<file path="src/rtl/seg7_capture.sv">
// seg7_capture: recovers a 16-bit word from a multiplexed, active-low
// 7-segment display scan. Pins are synchronised, the segment pattern is
// decoded to a nibble, and a four-state frame FSM collects d0..d3 in order
// into shadow slots before committing the whole word to the output.
//
// Optional build macro: SEG7_STABLE_CHECK_EN
//   When defined, a completed frame is committed only if it matches the
//   previously completed frame (debounces a display that is mid-update).
//   When undefined, every completed frame commits.
module seg7_capture (
    input  logic        clk,
    input  logic        rst,
    input  logic [6:0]  led_in,
    input  logic        d0,
    input  logic        d1,
    input  logic        d2,
    input  logic        d3,
    input  logic        err_clr,
    output logic [15:0] value,
    output logic        frame_valid,
    output logic        seg_err,
    output logic        sel_err,
    output logic [1:0]  o_dbg_state
);

    // State code k+1 means "digit k accepted"; the code therefore equals the
    // index of the next digit expected in sequence.
    localparam logic [1:0] S_WAIT0 = 2'd0;
    localparam logic [1:0] S_GOT0  = 2'd1;
    localparam logic [1:0] S_GOT1  = 2'd2;
    localparam logic [1:0] S_GOT2  = 2'd3;

    logic [6:0]  r_led_s1;
    logic [6:0]  r_led_s2;
    logic [3:0]  r_sel_s1;
    logic [3:0]  r_sel_s2;
    logic [1:0]  r_state;
    logic [15:0] r_shadow;
    logic [15:0] r_value;
    logic        r_frame_valid;
    logic        r_seg_err;
    logic        r_sel_err;

    logic [3:0]  w_sel_pins;
    logic [3:0]  w_nib;
    logic        w_known;
    logic        w_sel_valid;
    logic [1:0]  w_sel_idx;
    logic [1:0]  w_state_nxt;
    logic        w_store;
    logic        w_frame_done;
    logic        w_seg_set;
    logic        w_sel_set;
    logic [15:0] w_shadow_nxt;
    logic [15:0] w_frame_word;
    logic        w_commit;

    assign w_sel_pins = {d3, d2, d1, d0};

    // Two-flop synchroniser for the asynchronous display pins.
    always_ff @(posedge clk or posedge rst) begin
        if (rst) begin
            r_led_s1 <= 7'd0;
            r_led_s2 <= 7'd0;
            r_sel_s1 <= 4'd0;
            r_sel_s2 <= 4'd0;
        end else begin
            r_led_s1 <= led_in;
            r_led_s2 <= r_led_s1;
            r_sel_s1 <= w_sel_pins;
            r_sel_s2 <= r_sel_s1;
        end
    end

    // Segment decode (active-low, bit6 = a .. bit0 = g). B and D are drawn
    // identically to 8 and 0 on this display, so they can never be decoded.
    always_comb begin
        w_nib   = 4'h0;
        w_known = 1'b1;
        case (r_led_s2)
            7'b0000001: w_nib = 4'h0;
            7'b1001111: w_nib = 4'h1;
            7'b0010010: w_nib = 4'h2;
            7'b0000110: w_nib = 4'h3;
            7'b1001100: w_nib = 4'h4;
            7'b0100100: w_nib = 4'h5;
            7'b0100000: w_nib = 4'h6;
            7'b0001111: w_nib = 4'h7;
            7'b0000000: w_nib = 4'h8;
            7'b0000100: w_nib = 4'h9;
            7'b0001000: w_nib = 4'hA;
            7'b0110001: w_nib = 4'hC;
            7'b0110000: w_nib = 4'hE;
            7'b0111000: w_nib = 4'hF;
            default:    w_known = 1'b0;
        endcase
    end

    // Select decode: a sample is usable only when exactly one digit is lit.
    always_comb begin
        w_sel_valid = 1'b1;
        w_sel_idx   = 2'd0;
        case (r_sel_s2)
            4'b0001: w_sel_idx = 2'd0;
            4'b0010: w_sel_idx = 2'd1;
            4'b0100: w_sel_idx = 2'd2;
            4'b1000: w_sel_idx = 2'd3;
            default: w_sel_valid = 1'b0;
        endcase
    end

    // Frame FSM next-state: in-order advance, repeat-overwrite, restart on d0.
    always_comb begin
        w_state_nxt  = r_state;
        w_store      = 1'b0;
        w_frame_done = 1'b0;
        w_seg_set    = 1'b0;
        w_sel_set    = 1'b0;
        if (!w_sel_valid) begin
            // Ambiguous sample: ignore it entirely, just flag it.
            w_sel_set = 1'b1;
        end else if (!w_known) begin
            w_seg_set   = 1'b1;
            w_state_nxt = S_WAIT0;
        end else if (w_sel_idx == r_state) begin
            w_store = 1'b1;
            if (r_state == S_GOT2) begin
                w_frame_done = 1'b1;
                w_state_nxt  = S_WAIT0;
            end else begin
                w_state_nxt = r_state + 2'd1;
            end
        end else if ((r_state != S_WAIT0) && (w_sel_idx == r_state - 2'd1)) begin
            // Slow scanner still showing the last digit: refresh its slot.
            w_store = 1'b1;
        end else if (w_sel_idx == 2'd0) begin
            w_store     = 1'b1;
            w_state_nxt = S_GOT0;
        end else begin
            w_state_nxt = S_WAIT0;
        end
    end

    // Shadow slot write for the currently selected digit.
    always_comb begin
        w_shadow_nxt = r_shadow;
        if (w_store) begin
            w_shadow_nxt[{w_sel_idx, 2'b00} +: 4] = w_nib;
        end
    end

    // Slot 3 is written in the same cycle as the commit, so take it live.
    assign w_frame_word = {w_nib, r_shadow[11:0]};

    // FSM state and shadow slots.
    always_ff @(posedge clk or posedge rst) begin
        if (rst) begin
            r_state  <= S_WAIT0;
            r_shadow <= 16'd0;
        end else begin
            r_state  <= w_state_nxt;
            r_shadow <= w_shadow_nxt;
        end
    end

`ifdef SEG7_STABLE_CHECK_EN
    logic [15:0] r_cmp;

    assign w_commit = w_frame_done && (w_frame_word == r_cmp);

    // Remember the last completed frame; a differing frame replaces it.
    always_ff @(posedge clk or posedge rst) begin
        if (rst) begin
            r_cmp <= 16'd0;
        end else if (w_frame_done && (w_frame_word != r_cmp)) begin
            r_cmp <= w_frame_word;
        end
    end
`else
    assign w_commit = w_frame_done;
`endif

    // Committed word and its one-cycle strobe.
    always_ff @(posedge clk or posedge rst) begin
        if (rst) begin
            r_value       <= 16'd0;
            r_frame_valid <= 1'b0;
        end else begin
            r_frame_valid <= w_commit;
            if (w_commit) begin
                r_value <= w_frame_word;
            end
        end
    end

    // Sticky error flags; a new event wins over a simultaneous clear.
    always_ff @(posedge clk or posedge rst) begin
        if (rst) begin
            r_seg_err <= 1'b0;
            r_sel_err <= 1'b0;
        end else begin
            r_seg_err <= w_seg_set | (r_seg_err & ~err_clr);
            r_sel_err <= w_sel_set | (r_sel_err & ~err_clr);
        end
    end

    assign value       = r_value;
    assign frame_valid = r_frame_valid;
    assign seg_err     = r_seg_err;
    assign sel_err     = r_sel_err;
    assign o_dbg_state = r_state;

endmodule

</file>
<file path="config.mk">
export PLATFORM = sky130hd
export DESIGN_NAME = seg7_capture
export DESIGN_NICKNAME = d
export VERILOG_FILES = /design/src/rtl/seg7_capture.sv
export SDC_FILE = /design/constraint.sdc
export NUM_CORES = 1
export LEC_CHECK = 0
export BUFFER_PORTS_ARGS = -buffer_cell sky130_fd_sc_hd__buf_2
export CAP_MARGIN = 20
export CORE_MARGIN = 2
export CORE_UTILIZATION = 45
export CTS_BUF_LIST = sky130_fd_sc_hd__clkbuf_4
export DETAILED_ROUTE_END_ITERATION = 7
export HOLD_SLACK_MARGIN = 0.08
export PLACE_DENSITY = 0.64
export SLEW_MARGIN = 5
export SYNTH_ARGS = -nofsm -noshare
export SYNTH_HDL_FRONTEND = slang
export SYNTH_SLANG_ARGS = --single-unit
</file>
<file path="constraint.sdc">
create_clock -name clk -period 3.7 [get_ports clk]
set_clock_uncertainty 0.2 [all_clocks]
set_input_delay 0.74 -clock clk [delete_from_list [all_inputs] [get_ports clk]]
set_output_delay 0.74 -clock clk [all_outputs]
set_load 0.02 [all_outputs]
</file>
==> results by group <==
Floorplanning
  • Initial core utilization: 45.92%
  • Die H: 78.50 um
  • Die W: 78.50 um
  • Core area: 5439 um^2
  • Num rows: 27
  • Die Area: 6161 um^2
  • Num ports: 35

CTS
  • Resized cells post-CTS: 0
  • Setup Buffers After CTS: 0
  • CTS Root Cell: clkbuf_4
  • Num CTS Buffers: 5
  • CTS sink cnt: 55
  • TritonCTS clock tree: yes
  • Cts hold-fix bufs: 0
  • CTS clk-pin slew, worst paths: 0.16 ns
  • H-tree depth: 2
  • CTS max path bufs: 2
  • Clk Latency, worst-skew pair: 0.39 ns

Finish
  • Commonest non-fill, non-tap cells in the layout: dfrtp_1 (55), buf_2 (34), nor2_1 (16)
  • Diode count: 0
  • Area Overhead vs Synth: 10.62%
  • Nets@finish: ~260
  • Share of layout cells above drive strength 1: between 30% and 40%
  • Commonest non-fill, non-tap cell in the layout: dfrtp_1

Timing
  • Number of max-slew violations in the final report: 0
  • Worst slew margin: 50.63%
  • Worst-Margin Slew: between 0.7 and 0.8 ns
  • Final Setup Violations: 0
  • Setup TNS: 0 ns
  • Final hold viol count: 0
  • RSZ-0062 raised after global routing: no
  • Max Fclk: 332.6 MHz
  • Crit share post-route: 81.27%
  • Fin crit period: 3.007 ns
  • Final Hold Slack: 0.1657 ns

Global routing
  • Vias in the first global route: 1547
  • First-pass GRT wire length: roughly 7.4 mm
  • Largest net degree at the start of global routing: 30
  • Gr ovfl total: 0
  • Initial antenna violation count: 0
  • Gr usage total: 15.60%

Yosys
  • Share of the synthesized area in the top cell type: between 50% and 60%
  • Post-synthesis compound-gate area fraction: 11.32%
  • Main area contributors after synthesis: dfrtp_1 (55%), mux2_2 (6.3%), mux2_4 (3.6%), ha_1 (2.5%), mux2i_1 (2.4%)
  • Primary FF master, synth: dfrtp_1
  • Ys Warns: 0
  • Seq/Total Area, Yosys: 55.11%
  • Avg Cell Area, Syn: 12.30 um^2
  • Adder-Cell Fraction of Synth Area: between 2 and 3%
  • Syn nets: 222
  • Largest family of logic cells by synthesized area: multiplexers
  • Yosys top cell by area: dfrtp_1
  • Count of mapped cells out of synthesis: 203
  • Post-synth EDFFs: 0
  • Share of flip-flops with an asynchronous set or reset: 100.0%
  • XOR/XNOR Fraction of Synth Area: 1.403%
  • Fraction of synthesized area in multiplexers: 12.32%
  • Yosys cell types: 51
  • Post-Synth Simple-Gate Area: 12.17%
  • Register bit total from synthesis: 55
  • Synthesized cell area: roughly 2500 um^2

Power and ir drop
  • Pleak: ~0.0013 uW
  • Seq pwr share: a little under two thirds
  • Pwr dens: 365.9 nW/um^2
  • Switching Fraction: 27.23%
  • VDD IR max: 0.2012 mV
  • Gate power share: 9.5%
  • Sw power: 275.2 uW
  • Cell Int Power: 735.6 uW
  • Clock power frac: 26.7%

Drt
  • DR vias/cell: 5.241
  • Drt first pass iters: 4
  • DR DRC count: 0
  • Highest metal used: met4
  • Final WL: ~4.2 mm
  • Met1 Wirelength: 2.137 mm
  • Met2 wire length: 1.788 mm
  • Met3 WL: 235 um
  • Vias: 1630
  • Post-route ant nets: 0
  • Initial detailed-routing violation count: 69
  • WL per Instance: 13.61 um

Worst setup path
  • Worst setup SP type: flop
  • Crit path DAT: between 3 and 4 ns
  • CP Capture Type: flop
  • Critical path class: flop to flop
  • Max FO, Critical Path: 14
  • Req. time, crit path: 3.80 ns

Placed design
  • Port Buffers: 34
  • Routability cong.: approximately 0.83
  • DP Wirelength: 3.033 mm

Hold path
  • Worst hold path class: primary input to async pin

Status
  • Outcome: complete, no violations

Flow run
  • Max-Cap Viols: 0
cells by family (layout without fill, tap and decap cells):
kind of cell	count (synthesis)	count (layout)
mux	26	26
flops	55	55
xor+xnor	4	4
buf+inv	22	58
compound gates	39	39
simple gates	52	52
fa+ha+maj	5	5
Yosys cell counts (all sizes together), types with 3 or more instances:
cell and count:
a211oi 3, a21o 3, a21oi 5, buf 7, dfrtp 55, ha 5
inv 13, mux2 20, mux2i 6, nand2 5, nand4 3, nor2 17
nor3 3, o21ai 10, o41ai 3, or3 4, or3b 3, xnor2 3
flip-flops by register name (all words and copies together), names as in the netlist:
name / count
r_sel_s1: 4
sel_err: 1
o_dbg_state: 2
r_led_s2: 7
r_led_s1: 7
seg_err: 1
r_shadow: 12
frame_valid: 1
r_sel_s2: 4
value: 16
worst max-delay path, stage by stage, from the launching register on:
cell and delay (ns):
dfrtp_1 0.51, or3_1 0.40, o21ai_0 0.17, a31oi_1 0.10
o211a_2 0.36, nor4b_4 0.54, buf_4 0.32, mux2_4 0.32
stage by stage:
| step | util [%] | cell area (um^2) | setup WS (ns) | cells | total power [uW] |
|---|---|---|---|---|---|
| 2_1_floorplan | - | 2497 | 1.007 | 203 | 727.1 |
| 3_3_place_gp | 49.64 | 2700 | 0.7586 | 303 | 750.4 |
| 3_5_place_dp | 49.64 | 2700 | 0.6965 | 303 | 751.9 |
| 4_1_cts | 50.79 | 2763 | 0.6859 | 311 | 1024 |
| 5_1_grt | 50.79 | 2763 | 0.4431 | 311 | 1066 |
| 6_report | 50.79 | 2763 | 0.6930 | 311 | 1011 |
power by group through the flow:
| stage | sequential, uW | combinational, uW | clock (uW) |
|---|---|---|---|
| after floorplan | 649 | 78.5 | 0 |
| after global placement | 655 | 95.5 | 0 |
| after detailed placement | 655 | 96.6 | 0 |
| after CTS | 644 | 97.2 | 282 |
| after global routing | 649 | 111 | 306 |
| final | 644 | 96.3 | 270 |
per-layer routing:
layer	vias up	track usage [%]
met1	767	22.59
met2	55	22.07
met5	-	0
li1	801	-
met4	0	6.316
met3	7	4.368
area by class of cell:
| cell class | instances | area [um^2] |
|---|---|---|
| Fill cell | 499 | 2676 |
| Inverter | 13 | 48.80 |
| Tap cell | 72 | 90.09 |
| Clock buffer | 5 | 37.54 |
| Sequential cell | 55 | 1376 |
| Clock inverter | 3 | 25.02 |
| Multi-Input combinational cell | 126 | 992.2 |
| Timing Repair Buffer | 37 | 192.7 |
final timing paths:
| kind | end | startpoint | slack, ns | cells past startpoint |
|---|---|---|---|---|
| hold / removal | r_sel_s1[3]$_DFF_PP0_ | rst | 0.17 | 2 |
| hold reg to reg | r_led_s2[1]$_DFF_PP0_ | r_led_s1[1]$_DFF_PP0_ | 0.17 | 0 |
| min in group clk | r_led_s2[1]$_DFF_PP0_ | r_led_s1[1]$_DFF_PP0_ | 0.17 | 0 |
| setup / recovery | value[4]$_DFFE_PP0P_ | r_led_s2[2]$_DFF_PP0_ | 0.69 | 7 |
| max in group asynchronous | r_shadow[6]$_DFFE_PP0P_ | rst | 2.48 | 3 |
| setup reg to reg | value[4]$_DFFE_PP0P_ | r_led_s2[2]$_DFF_PP0_ | 0.69 | 7 |
Note: power is estimated with default switching activity, not from simulation.
